===== config.mk =====
export PLATFORM = sky130hd
export DESIGN_NAME = mem_dump_uart_tx
export DESIGN_NICKNAME = d
export VERILOG_FILES = /design/src/rtl/mem_dump_uart_tx.sv
export SDC_FILE = /design/constraint.sdc
export NUM_CORES = 1
export LEC_CHECK = 0
export CAP_MARGIN = 20
export CORE_AREA = 2 2 62 94
export DETAILED_ROUTE_END_ITERATION = 16
export DIE_AREA = 0 0 64 96
export PLACE_DENSITY_LB_ADDON = 0.2
export SYNTH_ARGS = -nofsm -noshare
export SYNTH_HDL_FRONTEND = slang
export SYNTH_SLANG_ARGS = --single-unit

===== constraint.sdc =====
create_clock -name clk_i -period 2.6 [get_ports clk_i]
set_clock_uncertainty 0.2 [all_clocks]
set_input_delay 0.26 -clock clk_i [delete_from_list [all_inputs] [get_ports clk_i]]
set_output_delay 0.26 -clock clk_i [all_outputs]
set_load 0.05 [all_outputs]

===== src/rtl/mem_dump_uart_tx.sv =====
// Walks a fixed byte range of the memory dump port and sends each byte out as a UART 8N1 frame.
// Dump bytes go out back to back. The only gap between frames is a single LOAD cycle that fetches the next byte.
module mem_dump_uart_tx #(
    parameter int ADDR_W       = 12,
    parameter int START_ADDR   = 0,
    parameter int BYTE_COUNT   = 4096,
    parameter int CLKS_PER_BIT = 868
) (
    input  logic              clk_i,
    input  logic              reset_i,
    input  logic              start_i,
    output logic [ADDR_W-1:0] dump_addr,
    input  logic [7:0]        dump_data,
    output logic              uart_tx_o,
    output logic              busy_o,
    output logic              done_o
);
    localparam int BAUD_W = (CLKS_PER_BIT > 1) ? $clog2(CLKS_PER_BIT) : 1;
    localparam int CNT_W  = ADDR_W + 1;
    localparam logic [BAUD_W-1:0] BAUD_LAST  = BAUD_W'(CLKS_PER_BIT - 1);
    localparam logic [CNT_W-1:0]  BYTE_LAST  = CNT_W'(BYTE_COUNT - 1);
    localparam logic [ADDR_W-1:0] FIRST_ADDR = ADDR_W'(START_ADDR);

    typedef enum logic [2:0] {IDLE, LOAD, START, DATA, STOP} state_t;

    state_t            state_q, state_d;
    logic [BAUD_W-1:0] baud_q, baud_d;
    logic [2:0]        bit_q, bit_d;
    logic [CNT_W-1:0]  byte_q, byte_d;
    logic [7:0]        shift_q, shift_d;
    logic [ADDR_W-1:0] addr_d;
    logic              tx_d, busy_d, done_d;
    logic              baud_end;

    assign baud_end = (baud_q == BAUD_LAST);

    always_comb begin
        // NOTE: every next value gets a default before the case, so no path can infer a latch.
        state_d = state_q;
        baud_d  = baud_end ? '0 : baud_q + 1'b1;
        bit_d   = bit_q;
        byte_d  = byte_q;
        shift_d = shift_q;
        addr_d  = dump_addr;
        tx_d    = uart_tx_o;
        busy_d  = busy_o;
        done_d  = 1'b0;
        unique case (state_q)
            IDLE: begin
                baud_d = '0;
                tx_d   = 1'b1;
                addr_d = FIRST_ADDR;
                busy_d = 1'b0;
                if (start_i) begin
                    state_d = LOAD;
                    busy_d  = 1'b1;
                    byte_d  = '0;
                end
            end
            LOAD: begin
                // The memory port is combinational, so dump_data belongs to the current dump_addr.
                shift_d = dump_data;
                tx_d    = 1'b0;
                baud_d  = '0;
                state_d = START;
            end
            START: begin
                if (baud_end) begin
                    state_d = DATA;
                    bit_d   = '0;
                    tx_d    = shift_q[0];
                end
            end
            DATA: begin
                if (baud_end) begin
                    if (bit_q == 3'd7) begin
                        state_d = STOP;
                        tx_d    = 1'b1;
                    end else begin
                        shift_d = {1'b0, shift_q[7:1]};
                        tx_d    = shift_q[1];
                        bit_d   = bit_q + 3'd1;
                    end
                end
            end
            STOP: begin
                if (baud_end) begin
                    if (byte_q == BYTE_LAST) begin
                        state_d = IDLE;
                        busy_d  = 1'b0;
                        done_d  = 1'b1;
                        addr_d  = FIRST_ADDR;
                    end else begin
                        state_d = LOAD;
                        byte_d  = byte_q + 1'b1;
                        addr_d  = dump_addr + 1'b1;
                    end
                end
            end
            default: state_d = IDLE;
        endcase
    end

    always_ff @(posedge clk_i or posedge reset_i) begin
        if (reset_i) begin
            state_q   <= IDLE;
            baud_q    <= '0;
            bit_q     <= '0;
            byte_q    <= '0;
            shift_q   <= '0;
            dump_addr <= FIRST_ADDR;
            uart_tx_o <= 1'b1;
            busy_o    <= 1'b0;
            done_o    <= 1'b0;
        end else begin
            // NOTE: non-blocking assignments make all registers update together from pre-edge values.
            state_q   <= state_d;
            baud_q    <= baud_d;
            bit_q     <= bit_d;
            byte_q    <= byte_d;
            shift_q   <= shift_d;
            dump_addr <= addr_d;
            uart_tx_o <= tx_d;
            busy_o    <= busy_d;
            done_o    <= done_d;
        end
    end
endmodule

## Yosys cells after proc, flatten, opt, wreduce, memory -nomap -nowiden

Cells that the tools add are included.

| word-level totals | value |
|---|---|
| memories kept | 0 |
| input bits | 11 |
| flip-flop bits (word level) | 52 |
| bits in writable memories | 0 |
| bits in read-only memories | 0 |
| output and inout bits | 15 |
| bits in latches | 0 |
| logic and storage cells | 75 |

| cells by class | value |
|---|---|
| bitwise operators | 0 |
| divide/modulo/power cells | 0 |
| equality and inequality tests | 15 |
| $mul | 0 |
| $add $sub $neg | 4 |
| $lt $le $gt $ge | 0 |
| reductions and logical operators | 13 |
| shift operators | 0 |
| muxes and demuxes | 34 |

Operators by type and width:

| kind | number |
|---|---|
| 13-bit two-way mux | 3 |
| 13-bit case mux with 2 select lines | 1 |
| 12-bit two-way mux | 2 |
| 3-bit two-way mux | 8 |
| 12-bit case mux with 2 select lines | 1 |
| 10-bit two-way mux | 2 |
| 8-bit two-way mux | 2 |
| 2-bit != test, second input constant | 8 |
| 8-bit case mux with 2 select lines | 1 |
| 3-bit case mux with 5 select lines | 1 |
| 13-bit by 1-bit adder with 13-bit output, second input constant | 1 |
| 13-bit by 12-bit equality test with 1-bit output, second input constant | 1 |
| 12-bit by 1-bit adder with 12-bit output, second input constant | 1 |
| 10-bit by 1-bit adder with 10-bit output, second input constant | 1 |
| 10-bit equality test, second input constant | 1 |
| 1-bit two-way mux | 10 |
| 3-bit AND reduction | 3 |
| 4-bit AND reduction | 2 |
| 3-bit by 2-bit equality test with 1-bit output, second input constant | 2 |
| 3-bit equality test, second input constant | 2 |
| 3-bit case mux with 2 select lines | 1 |
| 2-bit nonzero test | 3 |
| 5-bit AND reduction | 1 |
| 1-bit case mux with 4 select lines | 1 |
| 7 further kinds | 7 |

## Longest topological paths before layout

Gate-level depths: netlist of the first run.

| depth | value |
|---|---|
| depth in word-level cells | 4 |
| mapped depth | 6 |

## Worst setup path before layout of the first run

OpenSTA, ideal clock, no wires.

| timing | value |
|---|---|
| path kind | flip-flop to flip-flop |
| from | reg baud_q[0] |
| to | reg shift_q[1] |
| arrival | 1.696 ns |
| setup slack | 0.579 ns |
| period minus slack after synthesis | 2.021 ns |
| cell stages (with the launch flop) | 7 |
| path through | dfrtp_1 > ha_1 > and4b_4 > nand3_4 > o31a_1 > buf_6 > mux2_4 |

| on the way | value |
|---|---|
| cells in the longest elaborated chain, start to end | 3 |

RTL lines:

| item | line | RTL |
|---|---|---|
| from (decl) | 27 | `logic [BAUD_W-1:0] baud_q, baud_d;` |
| from (signal assigned) | 118 | `baud_q <= baud_d;` |
| 10-bit equality test | 35 | `assign baud_end = (baud_q == BAUD_LAST);` |
| 2-bit != test (no line) | n/a |  |
| 3-bit AND reduction (no line) | n/a |  |
| to (signal assigned) | 121 | `shift_q <= shift_d;` |
| to (decl) | 30 | `logic [7:0] shift_q, shift_d;` |

No other way between the ends.
A chain may end at the register's enable or synchronous reset.

## Worst setup path after layout of the first run

| timing | value |
|---|---|
| from | reg byte_q[0] |
| to | reg byte_q[12] |

| on the way | value |
|---|---|
| cells in the longest elaborated chain, start to end | 4 |
| elaborated cells on any way between the ends | 7 |

RTL lines:

| item | line | RTL |
|---|---|---|
| from (decl) | 29 | `logic [CNT_W-1:0] byte_q, byte_d;` |
| from (signal assigned) | 120 | `byte_q <= byte_d;` |
| 13-bit by 1-bit adder with 13-bit output | 95 | `byte_d = byte_q + 1'b1;` |
| 13-bit two-way mux | 88 | `if (byte_q == BYTE_LAST) begin` |
| 13-bit two-way mux | 87 | `if (baud_end) begin` |
| 13-bit case mux with 2 select lines | 48 | `unique case (state_q)` |

Several ways; a longest one is shown, not always the timed one. The select of a mux whose other input is x is not followed.

==> impl_metrics.tcl, run 1 <==
set metrics [dict create \
    status "finished clean" \
    core_mm2 0.00533 \
    synthSimpleGateAreaFrac_pct 23.2 \
    power_density_mw_per_mm2 407 \
    r2r_setup_slack_ns 0.31 \
    max_freq_ghz 0.437 \
    maxSlewHeadroom_pct 52.9 \
    drc 0 \
    path_max_fanout 9 \
    nNetsFinal 323 \
    ctsHtreeMaxLevel 2 \
    post_drt_wl_per_cell_um 16.1 \
    port_buffers 25 \
    synth.ff_latch_count 52 \
    muxShareOfSynthArea_pct 8.42 \
    seq_area_mm2 0.00130 \
    ant_nets 0 \
    netlist_instances 276 \
    synth_nets 292 \
    synth_xor_area_share_pct 2.44 \
    cap_violations 0 \
    clk_latency_ns 0.31 \
    antennaDiodeCount 0 \
    final_common_cell "dfrtp_1" \
    vias_per_cell 6.11 \
    pwr-share-comb_pct 3.7 \
    crit_path_start "byte_q[0]" \
    grt-ovfl-total 0 \
    clock_path_buffers 2 \
    syn_area_mm2 0.00287 \
    synthFlopType "dfrtp_1" \
    finalMaxSlewViolations 0 \
    antenna_found_initial 0 \
    synth_top_family_by_area "simple AND/OR/NAND/NOR gates" \
    syn_to_final_growth_pct 15.8 \
    critPathCaptureType "flop" \
    num_vias 2309 \
    fp-row-count 33 \
    fin_crit_ns 2.29 \
    rsz0062_at_grt "false" \
    r2r_start "byte_q[0]" \
    cts.sinks 52 \
    dr.pass1.iters 5 \
    grt_max_degree 33 \
    avgSynthCellArea_um2 10.4 \
    dp_cells 370 \
    cp-start-kind "flop" \
    grt_pass1_vias 2260 \
    cts-root-buf "clkbuf_8" \
    worstRegToRegCells 5 \
    cts_buffers 5 \
    cts_resized 0 \
    seqPwrFrac_pct 60.4 \
    vdd_drop_max_mv 0.370 \
    yosys_warnings 0 \
    layout_common_cells "dfrtp_1 (51), clkdlybuf4s50_1 (25), nor2_1 (22)" \
    period_share_pct 87.9 \
    drt_iter0_drc 111 \
    hold_path.class "input port to async pin" \
    final.setup.tns_ns 0 \
    synth_seq_area_share_pct 45.4 \
    fillers 455 \
    ys_types 59 \
    die_h_um 96 \
    initial_core_util_pct 53.9 \
    crit_type "flop to flop" \
    hold_viol 0 \
    ios 26 \
    cts_setup_buffers 0 \
    synth_compound_area_share_pct 15.4 \
    worstMarginPinSlew_ns 0.702 \
    cts_hold_buf 0 \
    grt_pass1_wl_um 10500 \
    synth_edf_count 0 \
    clk_pin_slew_ns 0.10 \
    gp_congestion 0.842 \
    crit_arrival_ns 2.23 \
    dieArea_mm2 0.00614 \
    p_int_w 0.00106 \
    totalWireLength_um 6070 \
    crit_required_ns 2.55 \
    cts_tree "done" \
    layout.cells.non_filler 378 \
    netSwitchingPower_w 0.000295 \
    drive_above_1_share_pct 14.3 \
    r2r_end "byte_q[12]" \
    chipWidth_um 64 \
    leakagePower_nw 1.44 \
    synthAdderAreaFrac_pct 2.18 \
    finalSetupViolations 0 \
    multi_input_area_mm2 0.00148 \
    async_reset_ff_share_pct 100 \
    pwr-share-clk_pct 35.9 \
    track_usage_pct 21.6 \
    switching_share_pct 21.8 \
    hpwlAfterDp_um 4340 \
]
-- worst max-delay path by stage --
stage	end	cells after the start
after global placement	shift_q[3]	5
after global routing	byte_q[12]	5
after floorplan	shift_q[1]	6
after detailed placement	shift_q[5]	5
after CTS	shift_q[4]	5
final	byte_q[12]	5
-- sequential cells by signal, summed over array words and instances, names as in the netlist --
register   flops
dump_addr     12
byte_q        13
baud_q        10
shift_q        8
bit_q          3
uart_tx_o      1
busy_o         1
state_q        3
done_o         1
-- cell type report --
| class | instances | share of cell area (%) |
|---|---|---|
| Clock inverter | 1 | 0.226 |
| Clock buffer | 7 | 2.60 |
| Inverter | 6 | 0.678 |
| Timing Repair Buffer | 35 | 10.2 |
| Tap cell | 70 | 2.64 |
| Sequential cell | 52 | 39.2 |
| Multi-Input combinational cell | 207 | 44.5 |
-- cells in the mapped netlist, drive strengths merged (2+ instances only) --
cell type  number  area share, %
dfrtp          51             44
nor2           22            2.9
nand3          18            3.6
nor3           16            3.1
mux2           15            6.7
nand2          15            2.0
nand4          12            2.6
and3            9            2.0
a31oi           8            1.7
buf             7            1.7
a221o           6            2.1
inv             6           0.78
o21ai           6            1.0
a21o            5            1.3
a21oi           5           0.87
and4            5            1.6
ha              5            2.2
mux2i           5            1.7
o211ai          5            1.3
clkbuf          4           0.52
xnor2           4            1.2
xor2            4            1.2
and2            3           0.65
o21a            3           0.78
o31a            3           0.92
or3             3           0.83
a211o           2           0.61
a21boi          2           0.52
a22o            2           0.61
nand2b          2           0.44
nor3b           2           0.70
nor4            2           0.65
o2111a          2           0.78
o31ai           2           0.52
-- power groups by stage --
| stage | Clock, W | Sequential, W | Combinational (W) |
|---|---|---|---|
| after CTS | 0.000497 | 0.000818 | 0.0000519 |
| after detailed placement | 0 | 0.000834 | 0.0000516 |
| after global routing | 0.000518 | 0.000819 | 0.0000563 |
| final | 0.000485 | 0.000818 | 0.0000503 |
| after global placement | 0 | 0.000834 | 0.0000507 |
| after floorplan | 0 | 0.000833 | 0.0000260 |
-- metal layers --
layer / vias up / wire length [um] / global-route usage (%)
li1: 1113 / - / -
met1: 1130 / 2630 / 27.3
met2: 56 / 3090 / 37.1
met3: 10 / 245 / 3.39
met4: 0 / 106 / 8.15
met5: - / 0 / 0
-- logic make-up after synthesis --
| logic type | count (synthesis) |
|---|---|
| multiplexers | 20 |
| AO/OA/AOI/OAI | 58 |
| AND/OR/NAND/NOR | 116 |
| flip-flops | 52 |
| adder cells (fa/ha/maj) | 5 |
| XOR/XNOR | 8 |
| buffers and inverters | 17 |
-- critical path: stages (launching register included) --
cell	delay (ns)
dfrtp_1	0.43
ha_1	0.25
and3_1	0.24
and4_1	0.27
o21ai_0	0.56
a21boi_0	0.18
-- stage by stage --
step / utilization (%) / power, W / hold slack [ns] / cell area, um^2 / setup slack (ns)
after CTS: 62.4 / 0.00137 / 0.0896 / 3320 / 0.347
after global routing: 62.4 / 0.00139 / 0.126 / 3320 / 0.195
after global placement: 60.6 / 0.000884 / 0.267 / 3230 / 0.404
after detailed placement: 60.6 / 0.000886 / 0.287 / 3230 / 0.357
after floorplan: - / 0.000859 / 0.230 / 2870 / 0.579
final: 62.4 / 0.00135 / 0.0827 / 3320 / 0.313
(Power assumes the default switching activity.)
==> run 2, diff against run 1 <==
CORE_AREA = 2 2 64 96   (was 2 2 62 94)
DIE_AREA = 0 0 66 98   (was 0 0 64 96)
clock period = 1.85 ns   (was 2.6 ns; I/O delays follow)
==> run 2 against run 1 <==
  * Setup slack got worse by 0.41 ns
  * Design area increased by 18%
  * Hold slack got worse by 0.078 ns
  * Clock power increased by 43%
  * Critical path type unchanged
  * Critical endpoint is now uart_tx_o
  * Global-route usage increased by 2.0 points
  * Cell count increased by 15%
  * The run now ends with negative setup slack left
  * Non-clock buffer count increased by 55
  * Highest routed layer unchanged
  * Critical path depth unchanged
  * Core utilization increased by 6.5 points
  * Register-to-register slack got worse by 0.41 ns
  * Fmax increased by 18%
  * First-iteration DRC count increased by 40%
==> impl_metrics.tcl, run 2 (synthesis gave the netlist of run 1 again) <==
set metrics [dict create \
    crit_arrival_ns 1.98 \
    crit_required_ns 1.89 \
    r2r_setup_slack_ns -0.09 \
    dp_cells 418 \
    cts_buffers 5 \
    cts-root-buf "clkbuf_8" \
    largest_register_ffs 13 \
    finalMaxSlewViolations 0 \
    drc 0 \
    chipWidth_um 66 \
    num_vias 2589 \
    drive_above_1_share_pct 38.6 \
    hpwlAfterDp_um 5000 \
    layout_setup_ws_ns -0.0948 \
    cap_violations 0 \
    totalWireLength_um 7440 \
    cts_tree "done" \
    clk_latency_ns 0.31 \
    pwr-share-clk_pct 36.2 \
    switching_share_pct 22.2 \
    largestRegisters "byte_q (13), dump_addr (12), baud_q (10)" \
    hold_path.class "input port to async pin" \
    violations "negative setup slack" \
    p_int_w 0.00149 \
    gp_congestion 0.810 \
    ios 26 \
    top_register "byte_q" \
    hold_viol 0 \
    clock_path_buffers 2 \
    die_h_um 98 \
    nNetsFinal 378 \
    port_buffers 25 \
    dpl_worst_slack_ns -0.158 \
    track_usage_pct 23.6 \
    worstMarginPinSlew_ns 0.506 \
    critPathCaptureType "flop" \
    cp-start-kind "flop" \
    antennaDiodeCount 0 \
    fp-row-count 34 \
    whs_ns 0.00467 \
    ant_nets 0 \
    leakagePower_nw 1.82 \
    seqPwrFrac_pct 60.1 \
    period_share_pct 105 \
    drt_iter0_drc 155 \
    max_freq_ghz 0.514 \
    grt_pass1_vias 2508 \
    vias_per_cell 5.95 \
    core_mm2 0.00570 \
    layout.cells.non_filler 435 \
    initial_core_util_pct 50.3 \
    dieArea_mm2 0.00647 \
    antenna_found_initial 0 \
    grt-ovfl-total 0 \
    final_core_util_pct 68.9 \
    pwr-share-comb_pct 3.7 \
    ctsHtreeMaxLevel 2 \
    path_max_fanout 3 \
    rsz0062_at_grt "true" \
    layout_common_cells "buf_4 (67), dfrtp_1 (45), nor2_1 (20)" \
    netSwitchingPower_w 0.000425 \
    dr.pass1.iters 4 \
    status "complete, but fails checks" \
    power_density_mw_per_mm2 487 \
    grt_max_degree 53 \
    cts.sinks 52 \
    finalSetupViolations 24 \
    maxSlewHeadroom_pct 66.2 \
    fillers 466 \
    fin_crit_ns 1.94 \
    crit_type "flop to flop" \
    vdd_drop_max_mv 0.397 \
    syn_to_final_growth_pct 36.9 \
    final_common_cell "buf_4" \
    grt_pass1_wl_um 11900 \
    post_drt_wl_per_cell_um 17.1 \
    clk_pin_slew_ns 0.10 \
]
run 2: per-stage QoR:
step                area [um^2]  TNS (ns)  total power (W)
floorplan                  2930    -0.392          0.00121
global placement           3590     -1.27          0.00124
detailed placement         3590     -2.62          0.00125
CTS                        3770    -0.980          0.00193
global route               3930     -3.23          0.00198
finish                     3930     -1.01          0.00191
run 2: final timing paths:
path                         startpoint          to  depth (start not counted)
max                           baud_q[2]   uart_tx_o                          5
min                             reset_i  byte_q[10]                          3
max reg2reg                   baud_q[2]   uart_tx_o                          5
min reg2reg                  shift_q[7]  shift_q[7]                          1
max in group asynchronous       reset_i   uart_tx_o                          3
min in group clk_i         dump_data[0]  shift_q[0]                          3
run 2: power groups by stage:
stage	Clock [W]	Combinational (W)	Sequential (W)
2_1_floorplan	0	0.0000365	0.00117
3_3_place_gp	0	0.0000712	0.00117
3_5_place_dp	0	0.0000732	0.00117
4_1_cts	0.000709	0.0000737	0.00115
5_1_grt	0.000753	0.0000797	0.00115
6_report	0.000692	0.0000715	0.00115
run 2: layout make-up:
| class | count | area (um^2) | area share, % |
|---|---|---|---|
| Clock buffer | 7 | 86.3 | 2.20 |
| Clock inverter | 1 | 7.51 | 0.191 |
| Inverter | 6 | 22.5 | 0.573 |
| Multi-Input combinational cell | 207 | 1660 | 42.1 |
| Sequential cell | 52 | 1310 | 33.3 |
| Tap cell | 72 | 90.1 | 2.29 |
| Timing Repair Buffer | 90 | 757 | 19.3 |
run 2: metal layers:
metal | GRT usage, % | up-vias | wire length [um]
li1 | - | 1225 | -
met1 | 27.6 | 1284 | 2930
met2 | 42.9 | 62 | 4100
met3 | 3.69 | 18 | 217
met4 | 8.01 | 0 | 201
met5 | 0 | - | 0
run 2: timing repair:
action	CTS	global route
endpoints found under the hold margin	0	0
gates cloned	0	1
pin swaps	17	11
endpoints found under the setup margin	34	40
setup buffers	3	5
hold buffers	0	0
resized for setup	16	26
run 2: worst max-delay path, stage by stage (launching register included):
cell and delay (ns):
dfrtp_1 0.40, or3_4 0.42, buf_6 0.13, o31a_1 0.29
nor2_2 0.12, mux2_4 0.31
==> run 3, diff against run 2 <==
CORE_AREA = 2 2 62 94   (was 2 2 64 96)
DIE_AREA = 0 0 64 96   (was 0 0 66 98)
clock period = 1.8 ns   (was 1.85 ns; I/O delays follow)
==> run 3 against run 2 <==
  * Core utilization up 10 points
  * Setup slack worse by 0.073 ns
  * Count of clock-buffer cells in the layout down 2
  * Flip-flop and latch count unchanged
  * Sequential power about the same
  * Die area down 5.0%
  * The run still ends with negative setup slack left
  * Via count up 7.6%
  * Largest cell class unchanged
==> impl_metrics.tcl, run 3 (synthesis gave the netlist of run 1 again) <==
set metrics [dict create \
    status "complete, but fails checks" \
    violations "negative setup slack" \
    critPathCaptureType "flop" \
    layout_setup_ws_ns -0.168 \
    dr.pass1.iters 5 \
    worstRegToRegCells 6 \
    num_vias 2786 \
    cts_hold_buf 0 \
    clk_pin_slew_ns 0.10 \
    cp-start-kind "flop" \
    layout.cells.non_filler 450 \
    clk_latency_ns 0.32 \
    path_max_fanout 3 \
    final_common_cell "buf_4" \
    vias_per_cell 6.19 \
    grt_pass1_vias 2812 \
    cts_tree "done" \
    total_power_w 0.00237 \
    crit_type "flop to flop" \
    drive_above_1_share_pct 44.7 \
    drc 0 \
    antennaDiodeCount 0 \
    r2r_start "baud_q[0]" \
    hpwlAfterDp_um 5010 \
    crit_required_ns 1.84 \
    initial_core_util_pct 53.9 \
    r2r_setup_slack_ns -0.17 \
    hold_path.class "input port to async pin" \
    chipWidth_um 64 \
    nNetsFinal 395 \
    leakagePower_nw 1.94 \
    die_h_um 96 \
    cts.sinks 52 \
    cts_buffers 5 \
    fp-row-count 33 \
    syn_to_final_growth_pct 47.0 \
    grt-ovfl-total 0 \
    finalSetupViolations 37 \
    fillers 319 \
    core_mm2 0.00533 \
    port_buffers 25 \
    largest_register_ffs 13 \
    rsz0062_at_grt "true" \
    grt_max_degree 53 \
    clock_path_buffers 2 \
    power_density_mw_per_mm2 561 \
    cp-endpoint "uart_tx_o" \
    hold_viol 0 \
    r2r_end "uart_tx_o" \
    ios 26 \
    gp_congestion 0.866 \
    largestRegisters "byte_q (13), dump_addr (12), baud_q (10)" \
    period_share_pct 109 \
    drt_iter0_drc 239 \
    top_register "byte_q" \
    maxSlewHeadroom_pct 75.5 \
    worstMarginPinSlew_ns 0.366 \
    dieArea_mm2 0.00614 \
    grt_pass1_wl_um 13100 \
    ant_nets 0 \
    cts-root-buf "clkbuf_8" \
    dp_cells 420 \
    layout_common_cells "buf_4 (80), dfrtp_1 (45), nor2_1 (20)" \
    antenna_found_initial 0 \
    track_usage_pct 27.4 \
    finalMaxSlewViolations 0 \
    cap_violations 0 \
    post_drt_wl_per_cell_um 19.1 \
    fin_crit_ns 1.97 \
    crit_path_start "baud_q[0]" \
    max_freq_ghz 0.508 \
    ctsHtreeMaxLevel 2 \
    totalWireLength_um 8610 \
    crit_arrival_ns 2.01 \
    vdd_drop_max_mv 0.446 \
]
-- run 3: worst min path at each step --
stage                       startpoint            to  cells after the start
final                          reset_i  dump_addr[2]                      3
after global routing           reset_i  dump_addr[6]                      3
after CTS                      reset_i  dump_addr[6]                      3
after detailed placement    shift_q[7]    shift_q[7]                      1
after global placement      shift_q[7]    shift_q[7]                      1
after floorplan           dump_data[7]    shift_q[7]                      1
-- run 3: cell type report --
type	instances	area [um^2]	area share (%)
clock buffer	5	68.8	1.63
clock inverter	3	90.1	2.14
inverter	6	22.5	0.534
multi-input combinational	207	1740	41.3
sequential	52	1310	31.1
tap	70	87.6	2.08
timing repair buffer	107	897	21.3
-- run 3: what timing repair did --
item	CTS	global route
buffers inserted	10	9
gates resized for setup	35	22
cloned	1	2
pin swaps	16	19
setup endpoints to repair	39	49
-- run 3: power by group --
part	total, W	switching [W]	internal [W]
logic	0.0000734	0.0000331	0.0000403
clock network	0.00111	0.000414	0.000695
registers	0.00118	0.00000625	0.00118
-- run 3: critical path: stages, from the launching register on --
cell and delay [ns]:
dfrtp_1 0.40, ha_4 0.16, nand4b_1 0.18, buf_4 0.22, o31a_1 0.27, nor2_2 0.15, mux2_4 0.32
-- run 3: layer usage --
metal	track usage (%)	share of wire (%)
met5	0	0
met4	17.4	4.0
met3	3.63	4.1
met2	49.1	53
met1	30.4	38
-- run 3: through the flow --
stage / cell area [um^2] / hold slack [ns] / util (%) / setup TNS, ns / worst slack [ns]
floorplan: 2940 / 0.150 / - / -0.846 / -0.115
global placement: 3640 / 0.271 / 68.3 / -2.23 / -0.138
detailed placement: 3640 / 0.289 / 68.3 / -3.40 / -0.203
CTS: 4040 / 0.0337 / 75.8 / -2.24 / -0.125
global route: 4220 / 0.0390 / 79.2 / -5.83 / -0.224
finish: 4220 / 0.0146 / 79.2 / -3.36 / -0.168
